## src/rtl/uart_tx_fifo.sv

```systemverilog
// 8N1 UART transmitter fed by a small push FIFO.
// Outputs follow the state register by one cycle, so tx/txBusy/txDone line up with the serial frame.
module uart_tx_fifo #(
    parameter int CLOCK_RATE = 12000000,
    parameter int BAUD_RATE  = 9600,
    parameter int FIFO_DEPTH = 4,
    parameter int STOP_BITS  = 1
) (
    input  logic       clk,
    input  logic       reset,
    input  logic       txEn,
    input  logic       txStart,
    input  logic [7:0] in,
    output logic       txReady,
    output logic       txBusy,
    output logic       txDone,
    output logic       tx
);
    localparam int CLKS_PER_BIT = CLOCK_RATE / BAUD_RATE;
    localparam int CW = (CLKS_PER_BIT > 1) ? $clog2(CLKS_PER_BIT) : 1;
    localparam int PW = $clog2(FIFO_DEPTH);
    localparam logic [CW-1:0] BAUD_LAST = CW'(CLKS_PER_BIT - 1);
    localparam logic [2:0]    STOP_LAST = 3'(STOP_BITS - 1);
    localparam logic [PW:0]   FIFO_FULL = (PW+1)'(FIFO_DEPTH);

    if (CLKS_PER_BIT < 2) begin : g_bad_rate
        $error("uart_tx_fifo: CLOCK_RATE/BAUD_RATE must be at least 2");
    end
    if (STOP_BITS < 1 || STOP_BITS > 2) begin : g_bad_stop
        $error("uart_tx_fifo: STOP_BITS must be 1 or 2");
    end

    typedef enum logic [1:0] {IDLE, START, DATA, STOP} state_t;

    state_t          state_q, state_d;
    logic [CW-1:0]   baud_q, baud_d;
    logic [2:0]      bit_q, bit_d;
    logic [7:0]      shift_q, shift_d;
    logic [PW-1:0]   wr_q, wr_d, rd_q, rd_d;
    logic [PW:0]     count_q, count_d;
    logic [7:0]      mem_q [FIFO_DEPTH];
    logic [7:0]      mem_d [FIFO_DEPTH];
    logic            tx_q, tx_d, busy_q, busy_d, done_q, done_d;
    logic            push_s, pop_s, baud_end_s;

    // Next-state, FIFO bookkeeping and the one-cycle-delayed line outputs.
    always_comb begin
        state_d    = state_q;
        baud_d     = baud_q;
        bit_d      = bit_q;
        shift_d    = shift_q;
        wr_d       = wr_q;
        rd_d       = rd_q;
        count_d    = count_q;
        mem_d      = mem_q;
        tx_d       = 1'b1;
        busy_d     = 1'b0;
        done_d     = 1'b0;
        pop_s      = 1'b0;
        push_s     = txStart && (count_q != FIFO_FULL);
        baud_end_s = (baud_q == BAUD_LAST);

        case (state_q)
            IDLE: begin
                if (txEn && (count_q != '0)) begin
                    pop_s   = 1'b1;
                    shift_d = mem_q[rd_q];
                    baud_d  = '0;
                    bit_d   = 3'd0;
                    state_d = START;
                end else begin
                    state_d = IDLE;
                end
            end
            START: begin
                tx_d   = 1'b0;
                busy_d = 1'b1;
                if (baud_end_s) begin
                    baud_d  = '0;
                    bit_d   = 3'd0;
                    state_d = DATA;
                end else begin
                    baud_d = baud_q + 1'b1;
                end
            end
            DATA: begin
                tx_d   = shift_q[0];
                busy_d = 1'b1;
                if (baud_end_s) begin
                    baud_d  = '0;
                    shift_d = {1'b0, shift_q[7:1]};
                    if (bit_q == 3'd7) begin
                        bit_d   = 3'd0;
                        state_d = STOP;
                    end else begin
                        bit_d = bit_q + 3'd1;
                    end
                end else begin
                    baud_d = baud_q + 1'b1;
                end
            end
            STOP: begin
                busy_d = 1'b1;
                if (baud_end_s) begin
                    baud_d = '0;
                    // bit_q reused to count stop bits
                    if (bit_q == STOP_LAST) begin
                        bit_d   = 3'd0;
                        done_d  = 1'b1;
                        state_d = IDLE;
                    end else begin
                        bit_d = bit_q + 3'd1;
                    end
                end else begin
                    baud_d = baud_q + 1'b1;
                end
            end
            default: begin
                state_d = IDLE;
            end
        endcase

        if (push_s) begin
            mem_d[wr_q] = in;
            wr_d        = wr_q + 1'b1;
        end else begin
            wr_d = wr_q;
        end
        if (pop_s) begin
            rd_d = rd_q + 1'b1;
        end else begin
            rd_d = rd_q;
        end
        case ({push_s, pop_s})
            2'b10:   count_d = count_q + 1'b1;
            2'b01:   count_d = count_q - 1'b1;
            default: count_d = count_q;
        endcase
    end

    // State, FIFO and output registers; reset forces the line idle immediately.
    always_ff @(posedge clk or posedge reset) begin
        if (reset) begin
            state_q <= IDLE;
            baud_q  <= '0;
            bit_q   <= 3'd0;
            shift_q <= 8'h00;
            wr_q    <= '0;
            rd_q    <= '0;
            count_q <= '0;
            mem_q   <= '{default: 8'h00};
            tx_q    <= 1'b1;
            busy_q  <= 1'b0;
            done_q  <= 1'b0;
        end else begin
            state_q <= state_d;
            baud_q  <= baud_d;
            bit_q   <= bit_d;
            shift_q <= shift_d;
            wr_q    <= wr_d;
            rd_q    <= rd_d;
            count_q <= count_d;
            mem_q   <= mem_d;
            tx_q    <= tx_d;
            busy_q  <= busy_d;
            done_q  <= done_d;
        end
    end

    assign txReady = (count_q != FIFO_FULL);
    assign txBusy  = busy_q;
    assign txDone  = done_q;
    assign tx      = tx_q;
endmodule

```

## config.mk

```make
export PLATFORM = sky130hd
export DESIGN_NAME = uart_tx_fifo
export DESIGN_NICKNAME = d
export VERILOG_FILES = /design/src/rtl/uart_tx_fifo.sv
export SDC_FILE = /design/constraint.sdc
export NUM_CORES = 1
export LEC_CHECK = 0
export CORE_MARGIN = 2
export CORE_UTILIZATION = 30
export DETAILED_ROUTE_END_ITERATION = 10
export SYNTH_ARGS = -nofsm -noshare
export SYNTH_HDL_FRONTEND = slang
export SYNTH_SLANG_ARGS = --single-unit
```

## constraint.sdc

```tcl
create_clock -name clk -period 2 [get_ports clk]
set_input_delay 0.3 -clock clk [delete_from_list [all_inputs] [get_ports clk]]
set_output_delay 0.3 -clock clk [all_outputs]
set_load 0.1 [all_outputs]
```

# Word level (Yosys, flattened, before mapping)
# Index checks and enable logic that the tools add are counted.
# totals
elab_cells,85
out_inout_bits,4
romBits,0
mem_bits_rw,0
n_memories,0
latchBits,0
ff_bits,66
# classes
mux,34
add_sub_neg,6
div,0
reduce_logical,12
shift,0
eq_ne,14
n_lt_le_gt_ge,3
multipliers,0
bitwise_logic,2
# op_table
operator,count
two-way mux 8 bit,5
bitwise mux 32 bit,1
two-way mux 11 bit,2
case mux 11 bit (2 select lines),1
two-way mux 3 bit,6
binary-select mux 8 bit (select 2 bit),1
demux 8 bit (select 2 bit),1
case mux 8 bit (2 select lines),1
"inequality test 2 bit, second input constant",6
case mux 3 bit (4 select lines),1
"adder 11 x 1 -> 11 bit, second input constant",1
"== test 11 bit, second input constant",1
two-way mux 2 bit,5
case mux 2 bit (4 select lines),1
two-way mux 1 bit,7
"adder 3 x 1 -> 3 bit, second input constant",2
"== test 2 bit, second input constant",3
">= comparator 3 bit, second input constant",2
inverter 2 -> 3 bit,2
case mux 3 bit (2 select lines),1
AND reduction 5 bit,1
"adder 2 x 1 -> 2 bit, second input constant",2
"== test 2 x 1 -> 1 bit, second input constant",2
AND reduction 4 bit,1
other kinds (12),15

# Longest topological paths before layout
# logic_depth
depth_word,6
mapped_depth,10

# Least setup slack after synthesis
# No wires, ideal clock.
# synth_timing
path_kind,reg-to-reg
from,register state_q[0]
to,register count_q[2]
synth_period_minus_slack_ns,2.146
required_time_ns,1.921
n_path_buf,0
stages_incl_launch_ff,11
slack_ns,-0.146
arrival_time_ns,2.066
cell_sequence,dfrtp_1 > inv_1 > ha_1 > inv_1 > nor2_1 > ha_1 > inv_1 > fa_1 > xor2_1 > nor2_1 > xor2_1
# synth_via
elab_chain_cells,4
# synth_lines
element,line_no,source
from (decl),35,"state_t state_q, state_d;"
from (signal assigned),156,state_q <= state_d;
logical NOT 2 bit *,63,case (state_q)
two-way mux 1 bit *,63,
via pop_s,44,"logic push_s, pop_s, baud_end_s;"
== test 2 x 1 -> 1 bit or == test 2 bit (tied branches),134,"case ({push_s, pop_s})"
case mux 3 bit (2 select lines) or nonzero test 2 bit (tied branches),--,
to (signal assigned),162,count_q <= count_d;
to (decl),40,"logic [PW:0] count_q, count_d;"
# Mark *: on every way through the listed nets, which the timed path passes. The rest lies on a longest branch.
# A chain may end at the register's enable or synchronous reset.

# Final worst setup path
# layout_timing
from,register state_q[1]
to,register count_q[2]
# The elaborated chain is that of the path after synthesis.

==> metrics.yaml <==
run_status:
  status: "completed"
cells_and_area:
  fin_util_pct: 37.8
  nets: 321
  syn_to_final_growth_pct: 22.6
  fillers: 1070
  insertedDiodeCount: 0
  final_area_sq_um: 4100
  drive_gt1_share_pct: 38.3
global_routing:
  track_usage_pct: 11.9
  grt.met3_usage_pct: 4.33
  antenna_found_initial: 0
  gr-total-overflow: 0
  grt_pass1_wl_microns: 10900
  met2_usage_pct: 19.6
  grt_pass1_vias: 2279
  met1_usage_pct: 14.7
  busiest_layer: "met2"
  grt_max_degree: 67
floorplan:
  io_pins: 16
  coreArea_sq_um: 10800
  die_x_microns: 110
  initial_core_util_pct: 30.9
  die_y_microns: 110
  dieArea_sq_um: 12000
  rows: 38
clocking:
  clock_sinks: 66
  cts_tree: "done"
  clk_pin_slew_ns: 0.08
  cts_buffer_depth: 2
  cts_buffers: 9
  clock_latency_ns: 0.35
  h-tree-depth: 3
  root_buffer: "clkbuf_8"
sta:
  period_needed_ns: 1.88
  setup_violations: 0
  setup_ws_ns: 0.117
  fin_skew_ns: 0.00771
  max_freq_mhz: 531
  slew_headroom_pct: 72.0
  maxSlewViolCount: 0
  hold_ws_ns: 0.340
  finalHoldViolations: 0
  tightest_slew_ns: 0.420
  rsz0062_at_grt: "false"
  fin_crit_sh_pct: 94.1
  tns_ns: 0
worst_setup_path:
  cp.required_ns: 2.27
  start_kind: "flop"
  arrival_ns: 2.15
  critPathMaxFanout: 4
  crit_start: "state_q[1]"
  crit_type: "flop to flop"
  timing.rr.start: "state_q[1]"
  cp-end-kind: "flop"
route:
  dr_total_vias: 2125
  dr.pass1.iters: 4
  drc: 0
  drt-total-wl_microns: 6310
  final_antenna_net_count: 0
  wl_per_cell_microns: 14.4
  via_per_inst: 4.85
  drt_iter0_drc: 87
worst_hold_path:
  hold_path_class: "primary input to asynchronous set/reset pin"
job:
  cap_viol_max_count: 0
placed_design:
  dp_slack_ns: -0.156
  gp_congestion: 0.776
  dp_hpwl_microns: 4170
  placed_area_sq_um: 3780
  portBuffers: 15
power:
  p_per_area_nw_per_um2: 1680
  switchingPower_mw: 2.36
  max-vdd-ir-drop_uv: 658
  p_seq_share_pct: 34.4
  power.internal_mw: 4.51
  comb_power_share_pct: 45.1
  pwr-share-clk_pct: 20.4
  switching_share_pct: 34.3
  p_leak_nw: 1.80
yosys:
  synth_seq_area_share_pct: 49.4
  synth_ff_type: "dfrtp_1"
  ys_types: 48
  syn-cell-area_sq_um: 3350
  syn_inst: 254
  async_flop_share_pct: 100
  postSynthAreaPerCell_sq_um: 13.2
  synth_enable_flop_cells: 0
  synth_seq_cells: 66
  ys_warn_count: 0
  syn_nets: 282
power by group through the flow:
stage	sequential, mW	clock [mW]	combinational (mW)
after floorplan	2.35	0	2.27
after global placement	2.35	0	2.92
after detailed placement	2.38	0	2.97
after CTS	2.36	1.44	3.00
after global routing	2.45	1.51	3.43
final	2.37	1.40	3.10
what timing repair did:
action | CTS | global route
hold endpoints to repair | 0 | 0
endpoints found under the setup margin | 0 | 6
gates resized for setup | 0 | 11
setup buffers | 0 | 3
hold buffers | 0 | 0
per-stage QoR:
stage | cells | power [mW]
floorplan | 254 | 4.62
global placement | 418 | 5.27
detailed placement | 418 | 5.35
CTS | 434 | 6.80
global route | 438 | 7.39
finish | 438 | 6.87
flip-flops by register name, summed over array words and instances, names as in the netlist:
signal   count
baud_q      11
state_q      2
shift_q      8
mem_q       32
rd_q         2
wr_q         2
tx           1
txBusy       1
count_q      3
txDone       1
bit_q        3
layout make-up:
type | instances | area, sq um | share of cell area [%]
clock buffers | 10 | 138 | 3.35
well taps | 140 | 175 | 4.27
flip-flops and latches | 66 | 1660 | 40.4
inverters | 17 | 63.8 | 1.56
repair buffers | 34 | 320 | 7.81
multi-input cells | 165 | 1640 | 39.9
clock inverters | 6 | 113 | 2.74
cell usage in the layout, fill, tap and decap left out, types with 4 or more instances in the layout:
cell             count
inv_2                5
nor2_1               8
mux4_1               7
nand2_2              5
dfrtp_1             62
buf_4               20
ha_1                13
inv_1               12
clkbuf_8            10
nand2_1             11
xor2_1               4
xnor2_1              6
a21oi_1             10
or4_1                5
mux2_2              38
clkdlybuf4s50_1     11
o21ai_0              7
mux2_4               7
o31ai_1              4
cell usage after synthesis (2+ instances only):
master / number / area share [%]
a21oi_1: 10 / 1.5
inv_1: 16 / 1.8
mux4_1: 7 / 5.5
nand2_1: 11 / 1.2
xor2_1: 4 / 1.0
nor3_1: 2 / 0.30
nand3_1: 3 / 0.45
nand2_2: 5 / 0.93
buf_2: 3 / 0.45
buf_6: 2 / 0.67
a31o_2: 3 / 0.79
a31oi_1: 2 / 0.37
nand4_1: 3 / 0.56
ha_1: 15 / 5.6
o21ai_0: 7 / 1.0
mux2_4: 7 / 3.1
xnor2_1: 6 / 1.6
dfrtp_1: 65 / 49
o31ai_1: 4 / 0.90
mux2_2: 38 / 13
nor2_1: 10 / 1.1
or4_1: 5 / 1.1
cells by family after synthesis:
group | after synthesis | synth area share, %
AOI/OAI and AO/OA | 39 | 8.86
xor gates and xnor gates | 10 | 2.62
adders and majority gates | 16 | 6.21
buffers and inverters | 24 | 3.36
DFF | 66 | 49.4
muxes | 53 | 22.1
and+or+nand+nor | 46 | 7.48
worst paths after layout:
check                             endpoint  slack [ns]  depth (start not counted)
worst min-delay path             baud_q[3]        0.34                          3
worst max register to register  count_q[2]        0.12                         10
max in group asynchronous               tx        1.35                          3
worst max-delay path            count_q[2]        0.12                         10
min in group clk                 mem_q[16]        0.50                          1
worst min register to register   mem_q[16]        0.50                          1
critical path, cell delays in order (launching register included):
cell and delay [ns]:
dfrtp_1 0.41, inv_2 0.09, ha_4 0.15, inv_2 0.05, nor2_4 0.09, ha_2 0.18
inv_1 0.05, fa_1 0.37, xor2_1 0.15, nor2_1 0.11, xor2_1 0.16
routing by layer:
layer,vias to the layer above,share of wire (%)
li1,1004,-
met1,1091,47
met2,24,49
met3,6,3.8
met4,0,0.90
met5,-,0
Power figures use the tool's default switching activity.
